===== config.mk =====
export PLATFORM = sky130hd
export DESIGN_NAME = control_unit
export DESIGN_NICKNAME = d
export VERILOG_FILES = /design/src/rtl/control_unit.sv
export SDC_FILE = /design/constraint.sdc
export NUM_CORES = 1
export LEC_CHECK = 0
export BUFFER_PORTS_ARGS = -buffer_cell sky130_fd_sc_hd__buf_2
export CORE_MARGIN = 3
export CORE_UTILIZATION = 44
export DETAILED_ROUTE_END_ITERATION = 10
export HOLD_SLACK_MARGIN = 0.1
export MAX_ROUTING_LAYER = met4
export PLACE_DENSITY_LB_ADDON = 0.12
export SYNTH_ARGS = -nofsm -noshare
export SYNTH_HDL_FRONTEND = slang
export SYNTH_SLANG_ARGS = --single-unit

===== constraint.sdc =====
create_clock -name Clk -period 2 [get_ports Clk]
set_clock_uncertainty 0.2 [all_clocks]
set_input_delay 0.4 -clock Clk [delete_from_list [all_inputs] [get_ports Clk]]
set_output_delay 0.4 -clock Clk [all_outputs]
set_load 0.02 [all_outputs]

===== src/rtl/control_unit.sv =====
// control_unit: sequencing FSM for the 16-bit processor datapath.
// Owns PC and IR, fetches from instruction memory and decodes the instruction.
// All datapath controls are Moore outputs decoded from the state and IR registers.
module control_unit #(
    parameter int PC_W   = 8,
    parameter int DATA_W = 16,
    parameter int RF_AW  = 4
) (
    input  logic              Clk,
    input  logic              Reset,
    input  logic [DATA_W-1:0] IM_Q,
    output logic [PC_W-1:0]   IM_Addr,
    output logic              IM_Rd,
    output logic [PC_W-1:0]   PC_Out,
    output logic [DATA_W-1:0] IR_Out,
    output logic [3:0]        StateO,
    output logic [7:0]        D_Addr,
    output logic              D_Rd,
    output logic              D_Wr,
    output logic              RF_s,
    output logic [RF_AW-1:0]  RF_W_addr,
    output logic              RF_W_en,
    output logic [RF_AW-1:0]  RF_Ra_addr,
    output logic [RF_AW-1:0]  RF_Rb_addr,
    output logic [2:0]        ALU_s0
);

    typedef enum logic [3:0] {
        ST_INIT   = 4'd0,
        ST_FETCH  = 4'd1,
        ST_DECODE = 4'd2,
        ST_NOOP   = 4'd3,
        ST_LOAD_A = 4'd4,
        ST_LOAD_B = 4'd5,
        ST_STORE  = 4'd6,
        ST_ADD    = 4'd7,
        ST_SUB    = 4'd8,
        ST_HALT   = 4'd9
    } state_t;

    state_t              r_state;
    state_t              w_next_state;
    logic [PC_W-1:0]     r_pc;
    logic [DATA_W-1:0]   r_ir;

    logic                w_im_rd;
    logic [7:0]          w_d_addr;
    logic                w_d_rd;
    logic                w_d_wr;
    logic                w_rf_s;
    logic [RF_AW-1:0]    w_rf_w_addr;
    logic                w_rf_w_en;
    logic [RF_AW-1:0]    w_rf_ra_addr;
    logic [RF_AW-1:0]    w_rf_rb_addr;
    logic [2:0]          w_alu_s0;

    // State register; async reset forces INIT so every strobe drops at once.
    always_ff @(posedge Clk or negedge Reset) begin
        if (!Reset) begin
            r_state <= ST_INIT;
        end else begin
            r_state <= w_next_state;
        end
    end

    // PC and IR: cleared in INIT, loaded/incremented in DECODE, held elsewhere.
    always_ff @(posedge Clk or negedge Reset) begin
        if (!Reset) begin
            r_pc <= {PC_W{1'b0}};
            r_ir <= {DATA_W{1'b0}};
        end else if (r_state == ST_INIT) begin
            r_pc <= {PC_W{1'b0}};
            r_ir <= {DATA_W{1'b0}};
        end else if (r_state == ST_DECODE) begin
            r_pc <= r_pc + {{(PC_W-1){1'b0}}, 1'b1};
            r_ir <= IM_Q;
        end else begin
            r_pc <= r_pc;
            r_ir <= r_ir;
        end
    end

    // Next-state logic and Moore control decode; unused controls default to 0.
    always_comb begin
        w_next_state = ST_INIT;
        w_im_rd      = 1'b0;
        w_d_addr     = 8'd0;
        w_d_rd       = 1'b0;
        w_d_wr       = 1'b0;
        w_rf_s       = 1'b0;
        w_rf_w_addr  = {RF_AW{1'b0}};
        w_rf_w_en    = 1'b0;
        w_rf_ra_addr = {RF_AW{1'b0}};
        w_rf_rb_addr = {RF_AW{1'b0}};
        w_alu_s0     = 3'd0;
        case (r_state)
            ST_INIT: begin
                w_next_state = ST_FETCH;
            end
            ST_FETCH: begin
                w_im_rd      = 1'b1;
                w_next_state = ST_DECODE;
            end
            ST_DECODE: begin
                // Decode straight from memory data; IR is only written at this edge.
                case (IM_Q[15:12])
                    4'd1:    w_next_state = ST_LOAD_A;
                    4'd2:    w_next_state = ST_STORE;
                    4'd3:    w_next_state = ST_ADD;
                    4'd4:    w_next_state = ST_SUB;
                    4'd5:    w_next_state = ST_HALT;
                    default: w_next_state = ST_NOOP;
                endcase
            end
            ST_NOOP: begin
                w_next_state = ST_FETCH;
            end
            ST_LOAD_A: begin
                w_d_addr     = r_ir[7:0];
                w_d_rd       = 1'b1;
                w_next_state = ST_LOAD_B;
            end
            ST_LOAD_B: begin
                w_d_addr     = r_ir[7:0];
                w_rf_s       = 1'b1;
                w_rf_w_addr  = r_ir[11:8];
                w_rf_w_en    = 1'b1;
                w_next_state = ST_FETCH;
            end
            ST_STORE: begin
                w_d_addr     = r_ir[7:0];
                w_rf_ra_addr = r_ir[11:8];
                w_alu_s0     = 3'd0;
                w_d_wr       = 1'b1;
                w_next_state = ST_FETCH;
            end
            ST_ADD, ST_SUB: begin
                w_rf_ra_addr = r_ir[11:8];
                w_rf_rb_addr = r_ir[7:4];
                w_alu_s0     = (r_state == ST_ADD) ? 3'd1 : 3'd2;
                w_rf_s       = 1'b0;
                w_rf_w_addr  = r_ir[3:0];
                w_rf_w_en    = 1'b1;
                w_next_state = ST_FETCH;
            end
            ST_HALT: begin
                w_next_state = ST_HALT;
            end
            default: begin
                w_next_state = ST_INIT;
            end
        endcase
    end

    assign IM_Addr    = r_pc;
    assign IM_Rd      = w_im_rd;
    assign PC_Out     = r_pc;
    assign IR_Out     = r_ir;
    assign StateO     = r_state;
    assign D_Addr     = w_d_addr;
    assign D_Rd       = w_d_rd;
    assign D_Wr       = w_d_wr;
    assign RF_s       = w_rf_s;
    assign RF_W_addr  = w_rf_w_addr;
    assign RF_W_en    = w_rf_w_en;
    assign RF_Ra_addr = w_rf_ra_addr;
    assign RF_Rb_addr = w_rf_rb_addr;
    assign ALU_s0     = w_alu_s0;

endmodule

* Word level (Yosys, flattened, before mapping)
Index checks and enable logic that the tools add are counted. Widths: inputs -> output; s select.
Word-level totals: register bits after elaboration 28, bits of input ports 18, output and inout port bits 64, logic and storage cells 42
Cells by class: $add $sub $neg 1, equality and inequality tests 14, mux-type cells 17, reduce and logical (&&, ||, !) cells 7
Operators with widths (count):
- $pmux 4 s5 | 2
- $mux 16 | 2
- $eq 4x3->1 const B | 6
- $mux 8 | 3
- $eq 4x2->1 const B | 4
- $reduce_or 3->1 | 3
- $add 8x1->8 const B | 1
- $eq 4x1->1 const B | 2
- $eq 4x4->1 const B | 2
- $mux 4 | 2
- $pmux 4 s2 | 1
- $reduce_or 6->1 | 1
- $mux 1 | 5
- $logic_not 4->1 | 1
- $mux 2 | 2
- $reduce_bool 2->1 | 1
- $reduce_or 2->1 | 1

* Logic depth before layout (Yosys ltp)
depth in word-level cells 3, mapped depth 5, gate-level depth less buffers 4

* Least setup slack after synthesis
OpenSTA, ideal clock, no wires.
path type register to output, start point reg r_state[0], in the netlist StateO[0], end point out RF_W_addr[0], arrival 2.140 ns, data required time 1.400 ns, setup slack -0.740 ns, cell stages (with the launch flop) 5, path buffers 1, path through dfrtp_1 -> buf_2 -> nor4b_1 -> a31o_2 -> a22o_1
Between the ends: cells in the longest elaborated chain, start to end 3, elaborated cells between the ends (all ways) 5, classes of those cells eq/ne: 3; mux: 1; reduce/logical: 1
Ends and longest elaborated chain:
- start, declared | line 41 | state_t r_state;
- start signal, assigned | line 62 | r_state <= w_next_state;
- $eq 4x3->1 or $eq 4x4->1 (tied branches) | line 96 | case (r_state)
- $reduce_or 2->1 | line 96
- $pmux 4 s2 (*) | line 96
- end, declared | line 21 | output logic [RF_AW-1:0] RF_W_addr,
Mark *: on every way between the ends. The rest lies on a longest branch, timed or not.

* Worst setup path in the final report
start point reg r_state[1], in the netlist StateO[1], end point out RF_Ra_addr[2]
Between the ends: cells in the longest elaborated chain, start to end 3, elaborated cells between the ends (all ways) 5, classes of those cells eq/ne: 3; mux: 1; reduce/logical: 1
Ends and longest elaborated chain:
- $eq 4x3->1 or $eq 4x4->1 (tied branches) | line 96
- $reduce_or 3->1 (no line) (*)
- $mux 4 (*) | line 96
- end, declared | line 23 | output logic [RF_AW-1:0] RF_Ra_addr,
Marks and branches as above.

==> results.yml <==
logic_synthesis:
  yosysMostFrequentCell: "dfrtp_1"
  ys_warn_count: 0
  ys_types: 35
  synth_edf_count: 0
  post_synth_main_area_contributors: "dfrtp_1 (48%), a22o_1 (13%), and2_1 (6.8%)"
  yosysTopAreaCellShare_pct: 47.7
  synth_ff_type: "dfrtp_1"
  synth_area_leader_cell: "dfrtp_1"
  synth_nets: 161
  syn_avg_cell_area_um2: 10.4
  synth-seq-cells: 28
  syn_area_um2: 1470
  ys_top_cells_by_count: "dfrtp_1 (28), a22o_1 (21), and2_1 (16)"
  yosysSeqAreaShare_pct: 47.7
  syn-instance-count: 142
  postSynth.asyncResetShare_pct: 100
place:
  dp_hpwl_mm: 3.05
  port_buffers: 80
  place.gp.congestion: 0.819
  placed_cells: 259
floorplan:
  die_h_um: 63.8
  floorplan.initialDensity_pct: 47.0
  dieWidth_um: 63.8
  rows: 20
  ioPinCount: 82
  dieArea_um2: 4070
  core_area_um2: 3130
routing:
  drt_iter0_markers: 127
  ant_nets: 0
  avgViaCountPerCell: 5.52
  wl_per_cell_um: 19.2
  totalWireLength_mm: 5.70
  drc: 0
  vias: 1640
  dr.pass1.iters: 4
setup_path:
  critPathLaunchType: "register"
  path_max_fanout: 5
  crit_type: "register to output pin"
  worstPathArrival_ns: 1.71
  timing.rr.start: "StateO[3]"
  critPathLaunch: "StateO[1]"
  worstSetupEndpointType: "output pin"
  critical_path_required_ns: 1.40
clock_network:
  root_buffer: "clkbuf_4"
  cts_buffers: 3
  htreeDepth: 1
  path_clk_slew_ns: 0.16
  insertion_delay_ns: 0.35
  clk_path_buf_depth: 2
  cts_tree: "built"
  cts.sinks: 28
finish:
  fin_nets: 272
  fill_cells: 152
  area.sequential_um2: 706
  drive_gt1_share_pct: 64.3
  multiInputGateArea_um2: 855
  fin_util_pct: 83.8
  layoutNonFillerInstCount: 297
  area_delta_synth_final_pct: 78.2
timing:
  layout_setup_ws_ns: -0.311
  setup_viol: 30
  finalHoldViolCount: 0
  fmaxAchievable_mhz: 433
  fin_crit_sh_pct: 116
  post-route-min-period_ns: 2.31
  tightest_slew_ns: 0.626
  finalSetupTns_ns: -7.16
  slew_violations: 0
  slew_headroom_pct: 58.3
  rsz0062_at_grt: "yes"
grt:
  use_met3_pct: 4.04
  antenna_found_initial: 1
  grt_pass1_vias: 1637
  grt_max_degree: 29
  grt_util_all_layers_pct: 28.5
  grt_pass1_wl_mm: 8.71
  globalRouteMet1Util_pct: 35.0
  met2_usage_pct: 47.0
  grt_overflow: 0
  top_usage_layer: "met2"
outcome:
  status: "finished with violations"
  violations: "negative setup slack"
power_and_ir_drop:
  totalPowerFinal_w: 0.00288
  p_seq_share_pct: 32.6
  ir_drop_mv: 0.926
  power_frac_comb_pct: 57.0
  clkPwrFrac_pct: 10.4
  p_sw_share_pct: 44.7
  power_leakage_nw: 1.35
  p_int_w: 0.00159
  powerDensity_nw_per_um2: 1100
  p_sw_w: 0.00129
run:
  cap_violations: 0
min_path:
  hp-class: "input port to register"
  hold_start: "IM_Q[12]"
-- power by group through the flow --
stage	sequential [W]	clock [W]	combinational (W)
after floorplan	0.00107	0	0.000642
after global placement	0.000932	0	0.00117
after detailed placement	0.000950	0	0.00119
after CTS	0.000919	0.000292	0.00151
after global routing	0.000962	0.000329	0.00174
final	0.000937	0.000301	0.00164
-- layout by cell type, fill, tap and decap left out, types with 2 or more instances in the layout --
cell            n
a21o_1          3
a21oi_1         2
a21oi_2         3
a22o_1         17
a22o_4          4
and2_2          4
and2_4         12
buf_2          54
buf_4          20
buf_6          36
clkbuf_4        3
dfrtp_1        24
dfrtp_2         4
dlygate4sd3_1  13
nand2_1         2
nand4_1         2
nor2_1          4
o21ai_0         5
o31ai_1         2
or3_4           4
xor2_1          2
-- worst max-delay path: stages (launching register included) --
cell     delay, ns
dfrtp_2       0.49
nor4b_4       0.40
a21o_1        0.18
and2_2        0.17
buf_6         0.11
-- registers in the layout, indices dropped and copies added (netlist names) --
signal,flops
IM_Addr,8
IR_Out,16
StateO,4
-- cells by family (layout without fill, tap and decap cells) --
group           after synthesis  count (layout)  synth area share (%)
flops                        28              28                  47.7
compound gates               41              42                  20.9
other cells                   1               2                 0.255
fa+ha+maj                     1               1                 0.851
simple gates                 48              48                  20.6
buf+inv                      20             129                  7.83
xor+xnor                      2               2                  1.19
mux                           1               1                 0.766
-- per-layer routing --
metal | vias up | part of all wire [%]
li1 | 737 | -
met1 | 795 | 39
met2 | 89 | 51
met3 | 19 | 6.2
met4 | 0 | 3.8
met5 | - | 0
-- final timing paths --
kind,to,slack [ns],cells after the start
min,IR_Out[12],0.11,2
max in group asynchronous,StateO[0],0.78,2
min reg2reg,IR_Out[12],0.33,1
max reg2reg,IM_Addr[4],-0.09,7
min in group asynchronous,IR_Out[0],0.38,2
max,RF_Ra_addr[2],-0.31,4
-- area by class of cell --
cell class | instances | area share, %
timing repair buffer | 123 | 36.5
multi-input combinational | 95 | 32.6
sequential | 28 | 26.9
tap | 44 | 2.10
clock buffer | 4 | 1.38
inverter | 2 | 0.382
antenna | 1 | 0.0955
-- through the flow --
step	setup slack [ns]	hold slack (ns)	area, um^2
after floorplan	-0.0419	-0.0956	1570
after global placement	0.0481	0.253	1990
after detailed placement	-0.0109	0.256	1990
after CTS	-0.275	0.120	2510
after global routing	-0.393	0.122	2620
final	-0.311	0.114	2620
-- what timing repair did --
item | 4_1_cts | 5_1_grt
resized for setup | 79 | 17
gates cloned | 1 | 0
hold buffers | 13 | 0
buffers inserted | 12 | 9
setup endpoints to repair | 28 | 30
pin swaps | 16 | 8
endpoints found under the hold margin | 40 | 0
Power figures use the tool's default switching activity.
